<file path="src/rtl/ctrl_spi_slave_pkg.sv">
// Shared definitions for the control-channel SPI responder and its register lists.
// Contents: width defaults, opcode constants, FSM state encoding and a width helper.
package ctrl_spi_slave_pkg;

  // Width defaults shared with the fix/pix/frame register lists
  localparam int unsigned DEF_SPI_ADDR_LENGTH = 16;
  localparam int unsigned DEF_SHORT_REG_WD    = 16;
  localparam int unsigned DEF_CMD_WD          = 8;

  // Frame opcodes
  localparam logic [7:0] CMD_WR = 8'h80;
  localparam logic [7:0] CMD_RD = 8'h81;

  // Frame decoder states
  typedef enum logic [2:0] {
    ST_IDLE    = 3'd0,
    ST_CMD     = 3'd1,
    ST_ADDR    = 3'd2,
    ST_RD_DATA = 3'd3,
    ST_WR_DATA = 3'd4,
    ST_WAIT_CS = 3'd5
  } spi_state_e;

  // Largest of three field widths; sizes the shared rx shift register
  function automatic int unsigned max3(input int unsigned a, input int unsigned b,
                                       input int unsigned c);
    int unsigned m;
    m = (a > b) ? a : b;
    return (m > c) ? m : c;
  endfunction

endpackage

</file>
<file path="src/rtl/ctrl_spi_slave_if.sv">
// Register-list bus between the SPI responder and the fix/pix/frame lists.
// master: responder side (drives rd_en/addr/wr strobe, receives sel + read data per list)
// slave : register-list side
interface ctrl_spi_slave_if
  import ctrl_spi_slave_pkg::*;
#(
  parameter int unsigned ADDR_W = DEF_SPI_ADDR_LENGTH,
  parameter int unsigned DATA_W = DEF_SHORT_REG_WD
) ();

  logic              o_rd_en;
  logic [ADDR_W-1:0] ov_addr;
  logic              o_wr_en;
  logic [DATA_W-1:0] ov_wr_data;
  logic              i_fix_sel;
  logic [DATA_W-1:0] iv_fix_rd_data;
  logic              i_pix_sel;
  logic [DATA_W-1:0] iv_pix_rd_data;
  logic              i_frame_sel;
  logic [DATA_W-1:0] iv_frame_rd_data;

  modport master (
    output o_rd_en, ov_addr, o_wr_en, ov_wr_data,
    input  i_fix_sel, iv_fix_rd_data, i_pix_sel, iv_pix_rd_data,
           i_frame_sel, iv_frame_rd_data
  );

  modport slave (
    input  o_rd_en, ov_addr, o_wr_en, ov_wr_data,
    output i_fix_sel, iv_fix_rd_data, i_pix_sel, iv_pix_rd_data,
           i_frame_sel, iv_frame_rd_data
  );

endinterface

</file>
<file path="src/rtl/ctrl_spi_slave_spi_sync_edge.sv">
// Synchronizes the asynchronous SPI pins into clk_sample and detects edges.
// Ports: clk_sample/reset_n; spi_clk, spi_cs_n, spi_mosi pins in;
//        spi_clk_rise_c/spi_clk_fall_c single-cycle pulses, cs_fall_c pulse,
//        cs_n_sync and mosi_sync synchronized levels.
module spi_sync_edge (
  input  logic clk_sample,
  input  logic reset_n,
  input  logic spi_clk,
  input  logic spi_cs_n,
  input  logic spi_mosi,
  output logic spi_clk_rise_c,
  output logic spi_clk_fall_c,
  output logic cs_fall_c,
  output logic cs_n_sync,
  output logic mosi_sync
);

  logic [2:0] clk_sr;
  logic [2:0] cs_sr;
  logic [1:0] mosi_sr;

  // cs_n flops reset low so a chip select already held low when reset releases
  // never looks like a falling edge; decoding waits for a genuine new frame.
  always_ff @(posedge clk_sample or negedge reset_n) begin
    if (!reset_n) begin
      clk_sr  <= '0;
      cs_sr   <= '0;
      mosi_sr <= '0;
    end else begin
      clk_sr  <= {clk_sr[1:0], spi_clk};
      cs_sr   <= {cs_sr[1:0], spi_cs_n};
      mosi_sr <= {mosi_sr[0], spi_mosi};
    end
  end

  assign spi_clk_rise_c = clk_sr[1] & ~clk_sr[2];
  assign spi_clk_fall_c = ~clk_sr[1] & clk_sr[2];
  assign cs_fall_c      = ~cs_sr[1] & cs_sr[2];
  assign cs_n_sync      = cs_sr[1];
  assign mosi_sync      = mosi_sr[1];

endmodule

</file>
<file path="src/rtl/ctrl_spi_slave.sv">
// Control-channel SPI responder (CPOL=0/CPHA=0, MSB first).
// Frame: opcode (CMD_WD) + address (SPI_ADDR_LENGTH) + data (SHORT_REG_WD).
// Ports: clk_sample/reset_n; i_spi_clk, i_spi_cs_n, i_spi_mosi host pins; o_spi_miso;
//        reg_bus (master): rd_en/addr/wr_en/wr_data out, fix/pix/frame sel + data in.
module ctrl_spi_slave
  import ctrl_spi_slave_pkg::*;
#(
  parameter int unsigned SPI_ADDR_LENGTH = DEF_SPI_ADDR_LENGTH,
  parameter int unsigned SHORT_REG_WD    = DEF_SHORT_REG_WD,
  parameter int unsigned CMD_WD          = DEF_CMD_WD
) (
  input  logic             clk_sample,
  input  logic             reset_n,
  input  logic             i_spi_clk,
  input  logic             i_spi_cs_n,
  input  logic             i_spi_mosi,
  output logic             o_spi_miso,
  ctrl_spi_slave_if.master reg_bus
);

  localparam int unsigned RX_W  = max3(CMD_WD, SPI_ADDR_LENGTH, SHORT_REG_WD);
  localparam int unsigned CNT_W = $clog2(RX_W + 1);

  logic spi_clk_rise_c, spi_clk_fall_c, cs_fall_c, cs_n_sync, mosi_sync;

  spi_state_e state_q, state_d;
  logic [CNT_W-1:0]           bit_cnt_q;
  logic [RX_W-2:0]            rx_sr_q;
  logic [RX_W-1:0]            rx_word_c;
  logic [CMD_WD-1:0]          cmd_word_c;
  logic [SHORT_REG_WD-1:0]    tx_sr_q;
  logic [SHORT_REG_WD-1:0]    rd_mux_c;
  logic [SPI_ADDR_LENGTH-1:0] addr_q;
  logic [SHORT_REG_WD-1:0]    wr_data_q;
  logic is_rd_q, load_q, rd_en_q, wr_en_q;
  logic last_bit_c, field_done_c, cmd_valid_c;

  spi_sync_edge u_sync (
    .clk_sample     (clk_sample),
    .reset_n        (reset_n),
    .spi_clk        (i_spi_clk),
    .spi_cs_n       (i_spi_cs_n),
    .spi_mosi       (i_spi_mosi),
    .spi_clk_rise_c (spi_clk_rise_c),
    .spi_clk_fall_c (spi_clk_fall_c),
    .cs_fall_c      (cs_fall_c),
    .cs_n_sync      (cs_n_sync),
    .mosi_sync      (mosi_sync)
  );

  // Word including the bit being captured on this rise
  assign rx_word_c   = {rx_sr_q, mosi_sync};
  assign cmd_word_c  = rx_word_c[CMD_WD-1:0];
  assign cmd_valid_c = (cmd_word_c == CMD_WD'(CMD_WR)) || (cmd_word_c == CMD_WD'(CMD_RD));

  // Field length of the current state
  always_comb begin
    last_bit_c = 1'b0;
    case (state_q)
      ST_CMD:                 last_bit_c = (bit_cnt_q == CNT_W'(CMD_WD - 1));
      ST_ADDR:                last_bit_c = (bit_cnt_q == CNT_W'(SPI_ADDR_LENGTH - 1));
      ST_RD_DATA, ST_WR_DATA: last_bit_c = (bit_cnt_q == CNT_W'(SHORT_REG_WD - 1));
      default:                last_bit_c = 1'b0;
    endcase
  end

  assign field_done_c = spi_clk_rise_c & last_bit_c;

  // Next-state logic; a deselected chip select overrides everything
  always_comb begin
    state_d = state_q;
    case (state_q)
      ST_IDLE:    if (cs_fall_c) state_d = ST_CMD;
      ST_CMD:     if (field_done_c) state_d = cmd_valid_c ? ST_ADDR : ST_WAIT_CS;
      ST_ADDR:    if (field_done_c) state_d = is_rd_q ? ST_RD_DATA : ST_WR_DATA;
      ST_RD_DATA: if (field_done_c) state_d = ST_WAIT_CS;
      ST_WR_DATA: if (field_done_c) state_d = ST_WAIT_CS;
      ST_WAIT_CS: state_d = ST_WAIT_CS;
      default:    state_d = ST_IDLE;
    endcase
    if (cs_n_sync && (state_q != ST_IDLE)) state_d = ST_IDLE;
  end

  // Read mux, priority fix > pix > frame
  always_comb begin
    rd_mux_c = '0;
    if (reg_bus.i_fix_sel)        rd_mux_c = reg_bus.iv_fix_rd_data;
    else if (reg_bus.i_pix_sel)   rd_mux_c = reg_bus.iv_pix_rd_data;
    else if (reg_bus.i_frame_sel) rd_mux_c = reg_bus.iv_frame_rd_data;
  end

  // State register, counters, shift registers and registered outputs
  always_ff @(posedge clk_sample or negedge reset_n) begin
    if (!reset_n) begin
      state_q    <= ST_IDLE;
      bit_cnt_q  <= '0;
      rx_sr_q    <= '0;
      tx_sr_q    <= '0;
      is_rd_q    <= 1'b0;
      load_q     <= 1'b0;
      rd_en_q    <= 1'b0;
      wr_en_q    <= 1'b0;
      addr_q     <= '0;
      wr_data_q  <= '0;
      o_spi_miso <= 1'b0;
    end else begin
      state_q <= state_d;

      if (state_d != state_q)  bit_cnt_q <= '0;
      else if (spi_clk_rise_c) bit_cnt_q <= bit_cnt_q + CNT_W'(1);

      if (spi_clk_rise_c) rx_sr_q <= rx_word_c[RX_W-2:0];

      if ((state_q == ST_CMD) && field_done_c)
        is_rd_q <= (cmd_word_c == CMD_WD'(CMD_RD));

      if ((state_q == ST_ADDR) && (state_d != ST_IDLE) && field_done_c)
        addr_q <= rx_word_c[SPI_ADDR_LENGTH-1:0];

      // Strobe only if the frame finished with chip select still asserted
      wr_en_q <= (state_q == ST_WR_DATA) && (state_d == ST_WAIT_CS);
      if ((state_q == ST_WR_DATA) && (state_d == ST_WAIT_CS))
        wr_data_q <= rx_word_c[SHORT_REG_WD-1:0];

      rd_en_q <= (state_d == ST_RD_DATA);
      // Lists answer combinationally to rd_en/addr; capture one cycle later
      load_q  <= (state_q == ST_ADDR) && (state_d == ST_RD_DATA);

      // MSB is presented at load; each fall re-presents the current MSB then shifts,
      // so the fall right after the address leaves the MSB in place for the host.
      if (state_d != ST_RD_DATA) begin
        tx_sr_q    <= '0;
        o_spi_miso <= 1'b0;
      end else if (load_q) begin
        tx_sr_q    <= rd_mux_c;
        o_spi_miso <= rd_mux_c[SHORT_REG_WD-1];
      end else if (spi_clk_fall_c) begin
        tx_sr_q    <= {tx_sr_q[SHORT_REG_WD-2:0], 1'b0};
        o_spi_miso <= tx_sr_q[SHORT_REG_WD-1];
      end
    end
  end

  assign reg_bus.o_rd_en    = rd_en_q;
  assign reg_bus.ov_addr    = addr_q;
  assign reg_bus.o_wr_en    = wr_en_q;
  assign reg_bus.ov_wr_data = wr_data_q;

endmodule
</file>
<file path="src/flat_wrapper.sv">
// flat-port wrapper written by rule: the top's interface ports become plain ports
module ctrl_spi_slave_flat import ctrl_spi_slave_pkg::*;
#(
  parameter int unsigned SPI_ADDR_LENGTH = DEF_SPI_ADDR_LENGTH,
  parameter int unsigned SHORT_REG_WD    = DEF_SHORT_REG_WD,
  parameter int unsigned CMD_WD          = DEF_CMD_WD
)
  (clk_sample, reset_n, i_spi_clk, i_spi_cs_n, i_spi_mosi, o_spi_miso, reg_bus_o_rd_en, reg_bus_ov_addr, reg_bus_o_wr_en, reg_bus_ov_wr_data, reg_bus_i_fix_sel, reg_bus_iv_fix_rd_data, reg_bus_i_pix_sel, reg_bus_iv_pix_rd_data, reg_bus_i_frame_sel, reg_bus_iv_frame_rd_data);
  ctrl_spi_slave_if reg_bus_i ();
  input  logic clk_sample;
  input  logic reset_n;
  input  logic i_spi_clk;
  input  logic i_spi_cs_n;
  input  logic i_spi_mosi;
  output logic o_spi_miso;
  output wire logic [$bits(reg_bus_i.o_rd_en)-1:0] reg_bus_o_rd_en;
  output wire logic [$bits(reg_bus_i.ov_addr)-1:0] reg_bus_ov_addr;
  output wire logic [$bits(reg_bus_i.o_wr_en)-1:0] reg_bus_o_wr_en;
  output wire logic [$bits(reg_bus_i.ov_wr_data)-1:0] reg_bus_ov_wr_data;
  input wire logic [$bits(reg_bus_i.i_fix_sel)-1:0] reg_bus_i_fix_sel;
  input wire logic [$bits(reg_bus_i.iv_fix_rd_data)-1:0] reg_bus_iv_fix_rd_data;
  input wire logic [$bits(reg_bus_i.i_pix_sel)-1:0] reg_bus_i_pix_sel;
  input wire logic [$bits(reg_bus_i.iv_pix_rd_data)-1:0] reg_bus_iv_pix_rd_data;
  input wire logic [$bits(reg_bus_i.i_frame_sel)-1:0] reg_bus_i_frame_sel;
  input wire logic [$bits(reg_bus_i.iv_frame_rd_data)-1:0] reg_bus_iv_frame_rd_data;
  assign reg_bus_o_rd_en = reg_bus_i.o_rd_en;
  assign reg_bus_ov_addr = reg_bus_i.ov_addr;
  assign reg_bus_o_wr_en = reg_bus_i.o_wr_en;
  assign reg_bus_ov_wr_data = reg_bus_i.ov_wr_data;
  assign reg_bus_i.i_fix_sel = reg_bus_i_fix_sel;
  assign reg_bus_i.iv_fix_rd_data = reg_bus_iv_fix_rd_data;
  assign reg_bus_i.i_pix_sel = reg_bus_i_pix_sel;
  assign reg_bus_i.iv_pix_rd_data = reg_bus_iv_pix_rd_data;
  assign reg_bus_i.i_frame_sel = reg_bus_i_frame_sel;
  assign reg_bus_i.iv_frame_rd_data = reg_bus_iv_frame_rd_data;
  ctrl_spi_slave #(.SPI_ADDR_LENGTH(SPI_ADDR_LENGTH), .SHORT_REG_WD(SHORT_REG_WD), .CMD_WD(CMD_WD)) u_core (.clk_sample(clk_sample), .reset_n(reset_n), .i_spi_clk(i_spi_clk), .i_spi_cs_n(i_spi_cs_n), .i_spi_mosi(i_spi_mosi), .o_spi_miso(o_spi_miso), .reg_bus(reg_bus_i));
endmodule
</file>
<file path="config.mk">
export PLATFORM = sky130hd
export DESIGN_NAME = ctrl_spi_slave_flat
export DESIGN_NICKNAME = d
export VERILOG_FILES = /design/src/rtl/ctrl_spi_slave_pkg.sv /design/src/rtl/ctrl_spi_slave_if.sv /design/src/rtl/ctrl_spi_slave_spi_sync_edge.sv /design/src/rtl/ctrl_spi_slave.sv /design/src/flat_wrapper.sv
export SDC_FILE = /design/constraint.sdc
export NUM_CORES = 1
export LEC_CHECK = 0
export CELL_PAD_IN_SITES_DETAIL_PLACEMENT = 2
export CELL_PAD_IN_SITES_GLOBAL_PLACEMENT = 2
export CORE_ASPECT_RATIO = 0.9
export CORE_MARGIN = 4
export CORE_UTILIZATION = 34
export DETAILED_ROUTE_END_ITERATION = 6
export HOLD_SLACK_MARGIN = 0.1
export PLACE_DENSITY = 0.95
export SLEW_MARGIN = 25
export SYNTH_ARGS = -nofsm -noshare
export SYNTH_HDL_FRONTEND = slang
export SYNTH_SLANG_ARGS = --single-unit
</file>
<file path="constraint.sdc">
create_clock -name clk_sample -period 4 [get_ports clk_sample]
set_input_delay 0.6 -clock clk_sample [delete_from_list [all_inputs] [get_ports clk_sample]]
set_output_delay 0.6 -clock clk_sample [all_outputs]
set_load 0.05 [all_outputs]
</file>
==> impl_results.md, run 1 <==
* Worst-case reg-to-reg path depth at 6
* Syn Std Cell Area at about 3900 µm²
* PortBufs at 90
* Most frequent cells in the layout: clkdlybuf4s50_1 (88), dfrtp_1 (84), nand2_1 (50)
* Crit path max-delay cell type: o31ai_4
* Post-synthesis cell type count at 48
* Routed Antenna Nets at 0
* VDD IR-drop max at roughly 0.00021 V
* CP Capture Type: flip-flop
* Startpoint Class: flip-flop
* N_diodes at 0
* Clk buf depth at 2
* Post-synth EDFFs at 0
* Largest net degree at the start of global routing at 85
* Inst Count DP at 577
* Final #Nets at between 400 and 500
* CTS Hold Bufs at 0
* # IOs at between 90 and 100
* Worst Setup EP: u_core.reg_bus.ov_addr[10]
* Syn Area/Cell at ~11 µm²
* RD Place Congestion at 0.853
* Number of max-cap violations at 0
* Vias per cell at between 5 and 6
* RSZ-0062 raised after global routing: false
* Worst reg2reg startpoint: u_core.rx_sr_q[4]
* Total track usage at 0.224
* Cell Count, Final, Fillers Out at just under 600
* Initial antenna violation count at 0
* Sw Ratio at 0.297
* Crit. Startpoint: u_core.rx_sr_q[4]
* Final Util at 0.474
* Setup violations, final at 0
* Root Driver: clkbuf_16
* Clk pwr share at 0.385
* Worst EP required at around 4.2 ns
* Simple-gate share of the synthesized area at 0.120
* Post-DP HPWL at about 9.0 mm
* Logic pwr share at 0.154
* Status: finished, final reports clean
* Initial Utilization at 0.352
* Sequential group share of total power at 0.461
* Leak at roughly 2.2 nW
* Post-Synthesis Cells at roughly 350
* Post-synthesis net count at a little over 400
* Yosys top cell by area: dfrtp_1
* Worst Tran Pin Value at between 0.9 and 1 ns
* Num Clock Sinks at 84
* Fin crit share at 0.880
* Resize count post-CTS at 0
* Count of pins over their slew limit at 0
* R2R setup slack at between 0.4 and 0.5 ns
* Post-synth top area share at 0.543
* CP Max Fanout at 16
* Synth Area in Compound Gates at 0.143
* Pint at 0.00162 W
* CP Cell Sequence: or4b_1 > o41ai_1 > a2111o_1 > nand2_1 > o31ai_4 > mux2_2
* DR vias at 3213
* Asr flop ratio synth at 1.00
* Synth Area in Adders at 0.00323
* Die height at between 100 and 150 µm
* XOR/XNOR share of the synthesized area at 0.00679
* Sequential area share after synthesis at 0.543
* Vias in the first global route at ~3700
* Switch Pwr at 0.000682 W
* Clock-pin slew on the worst setup and hold paths at around 0.06 ns
* Fmax at between 200 and 300 MHz
* Worst Skew at about 0.0032 ns
* Final hold vios at 0
* Filler Cells Inserted at ~1100
* CTS tree: built
* DIE WIDTH at roughly 120 µm
* Slew margin rel. at 0.342
* Core Region at 11000 µm²
* Global-route wire length before repair at between 20 and 25 mm
* Largest family of logic cells by synthesized area: multiplexers
* Primary FF master, synth: dfrtp_1
* PwrDens at 441 nW/µm²
* Setup repair bufs after CTS at 0
* Mux share of post-synthesis cell area at 0.149
* Worst EP arrival at around 3.8 ns
* Die area at 13200 µm²
* Yosys reg bits at 84
* WS Path Type: flip-flop to flip-flop
* 1st-pass router iterations at 4
* Wire length per cell at roughly 24 µm
* Post-route setup TNS at 0 ns
* Most common cell after layout, fill and taps aside: clkdlybuf4s50_1
* Layout cells sized above 1 at 0.156
* Syn. warnings at 0
* Largest cells by area after synthesis: dfrtp_1 (54%), mux2_2 (11%), nand2_1 (4.8%)
* Iter 0 DRT Violations at between 100 and 150
* Crit-path max cell delay at ~0.86 ns
* FF-to-FF End: u_core.reg_bus.ov_addr[10]
* Rows at 36
* H-tree depth at 3
* Final wirelength at roughly 14 mm
* P&R area growth vs syn at 34.5%
* Residual DRC at 0
* Hold Crit Class: input pin to async pin
* CTS Buf Count at 9
* Gr ovfl total at 0
* Later-pin clock latency in the skew report at ~0.35 ns
* Crit path time final at roughly 3.5 ns
==> area by class of cell <==
type	count	area, µm²	share of cell area
well taps	152	190	0.0365
clock buffers	11	253	0.0486
clock inverters	5	60.1	0.0115
flip-flops and latches	84	2100	0.404
repair buffers	93	920	0.177
inverters	12	45.0	0.00865
multi-input cells	236	1640	0.314
==> power by group through the flow <==
stage / clock [W] / sequential [W] / combinational, W
after floorplan: 0 / 0.00100 / 0.000203
after global placement: 0 / 0.00104 / 0.000292
after detailed placement: 0 / 0.00106 / 0.000332
after CTS: 0.000900 / 0.00106 / 0.000352
after global routing: 0.000950 / 0.00107 / 0.000384
final: 0.000886 / 0.00106 / 0.000353
==> per-layer routing <==
metal / share of wire / GRT usage / vias to the layer above
li1: - / - / 1422
met1: 0.39 / 0.257 / 1700
met2: 0.56 / 0.410 / 61
met3: 0.026 / 0.0508 / 30
met4: 0.026 / 0.0809 / 0
met5: 0 / 0 / -
==> cell families after synthesis <==
| logic type | count (synthesis) |
|---|---|
| simple gates | 101 |
| flops | 84 |
| compound gates | 78 |
| mux | 53 |
| buf+inv | 33 |
| xor+xnor | 3 |
| fa+ha+maj | 1 |
==> sequential cells by signal, summed over array words and instances (netlist names) <==
name / flops
u_core.reg_bus.ov_addr: 16
u_core.reg_bus.ov_wr_data: 16
u_core.tx_sr_q: 16
u_core.rx_sr_q: 15
u_core.bit_cnt_q: 5
u_core.state_q: 3
u_core.u_sync.clk_sr: 3
u_core.u_sync.cs_sr: 3
u_core.u_sync.mosi_sr: 2
u_core.is_rd_q: 1
u_core.load_q: 1
u_core.o_spi_miso: 1
u_core.reg_bus.o_rd_en: 1
u_core.reg_bus.o_wr_en: 1
==> synth_stat cells (all sizes together), types with 2 or more instances <==
cell type	n
a211oi	14
a21o	2
a21oi	3
a22oi	16
a31o	2
buf	5
clkbuf	16
dfrtp	84
inv	11
mux2	38
mux2i	15
nand2	50
nand3	3
nand4	2
nor2	27
nor2b	3
nor3	2
nor4	2
o211ai	2
o21ai	25
o22ai	2
o31ai	3
o41ai	2
or4	2
or4b	2
xor2	2
==> worst max-delay path: cells and delay by family (launching register included) <==
kind	cells	cell delay [ns]
mux	1	0.45
simple gates	2	0.73
compound gates	3	1.78
flops	1	0.44
==> worst min path at each step <==
stage,end,cells after the start
after floorplan,u_core.bit_cnt_q[0],0
after global placement,u_core.u_sync.mosi_sr[1],0
after detailed placement,u_core.u_sync.clk_sr[1],0
after CTS,u_core.u_sync.cs_sr[1],0
after global routing,u_core.rx_sr_q[12],1
final,u_core.reg_bus.ov_wr_data[14],1
==> through the flow <==
| stage | cell area, µm² | worst slack [ns] | hold slack, ns | power, W |
|---|---|---|---|---|
| 3_3_place_gp | 4890 | 1.01 | 0.337 | 0.00133 |
| 2_1_floorplan | 3870 | 1.35 | 0.304 | 0.00121 |
| 3_5_place_dp | 4890 | 0.725 | 0.341 | 0.00139 |
| 5_1_grt | 5200 | 0.424 | 0.361 | 0.00241 |
| 6_report | 5200 | 0.480 | 0.299 | 0.00230 |
| 4_1_cts | 5200 | 0.528 | 0.351 | 0.00231 |
Power figures use the tool's default switching activity.
==> run 2, diff against run 1 <==
- SETUP_SLACK_MARGIN: default -> 0.15
==> results of run 2 <==
Final layout, timing and power as in run 1 (identical DEF).
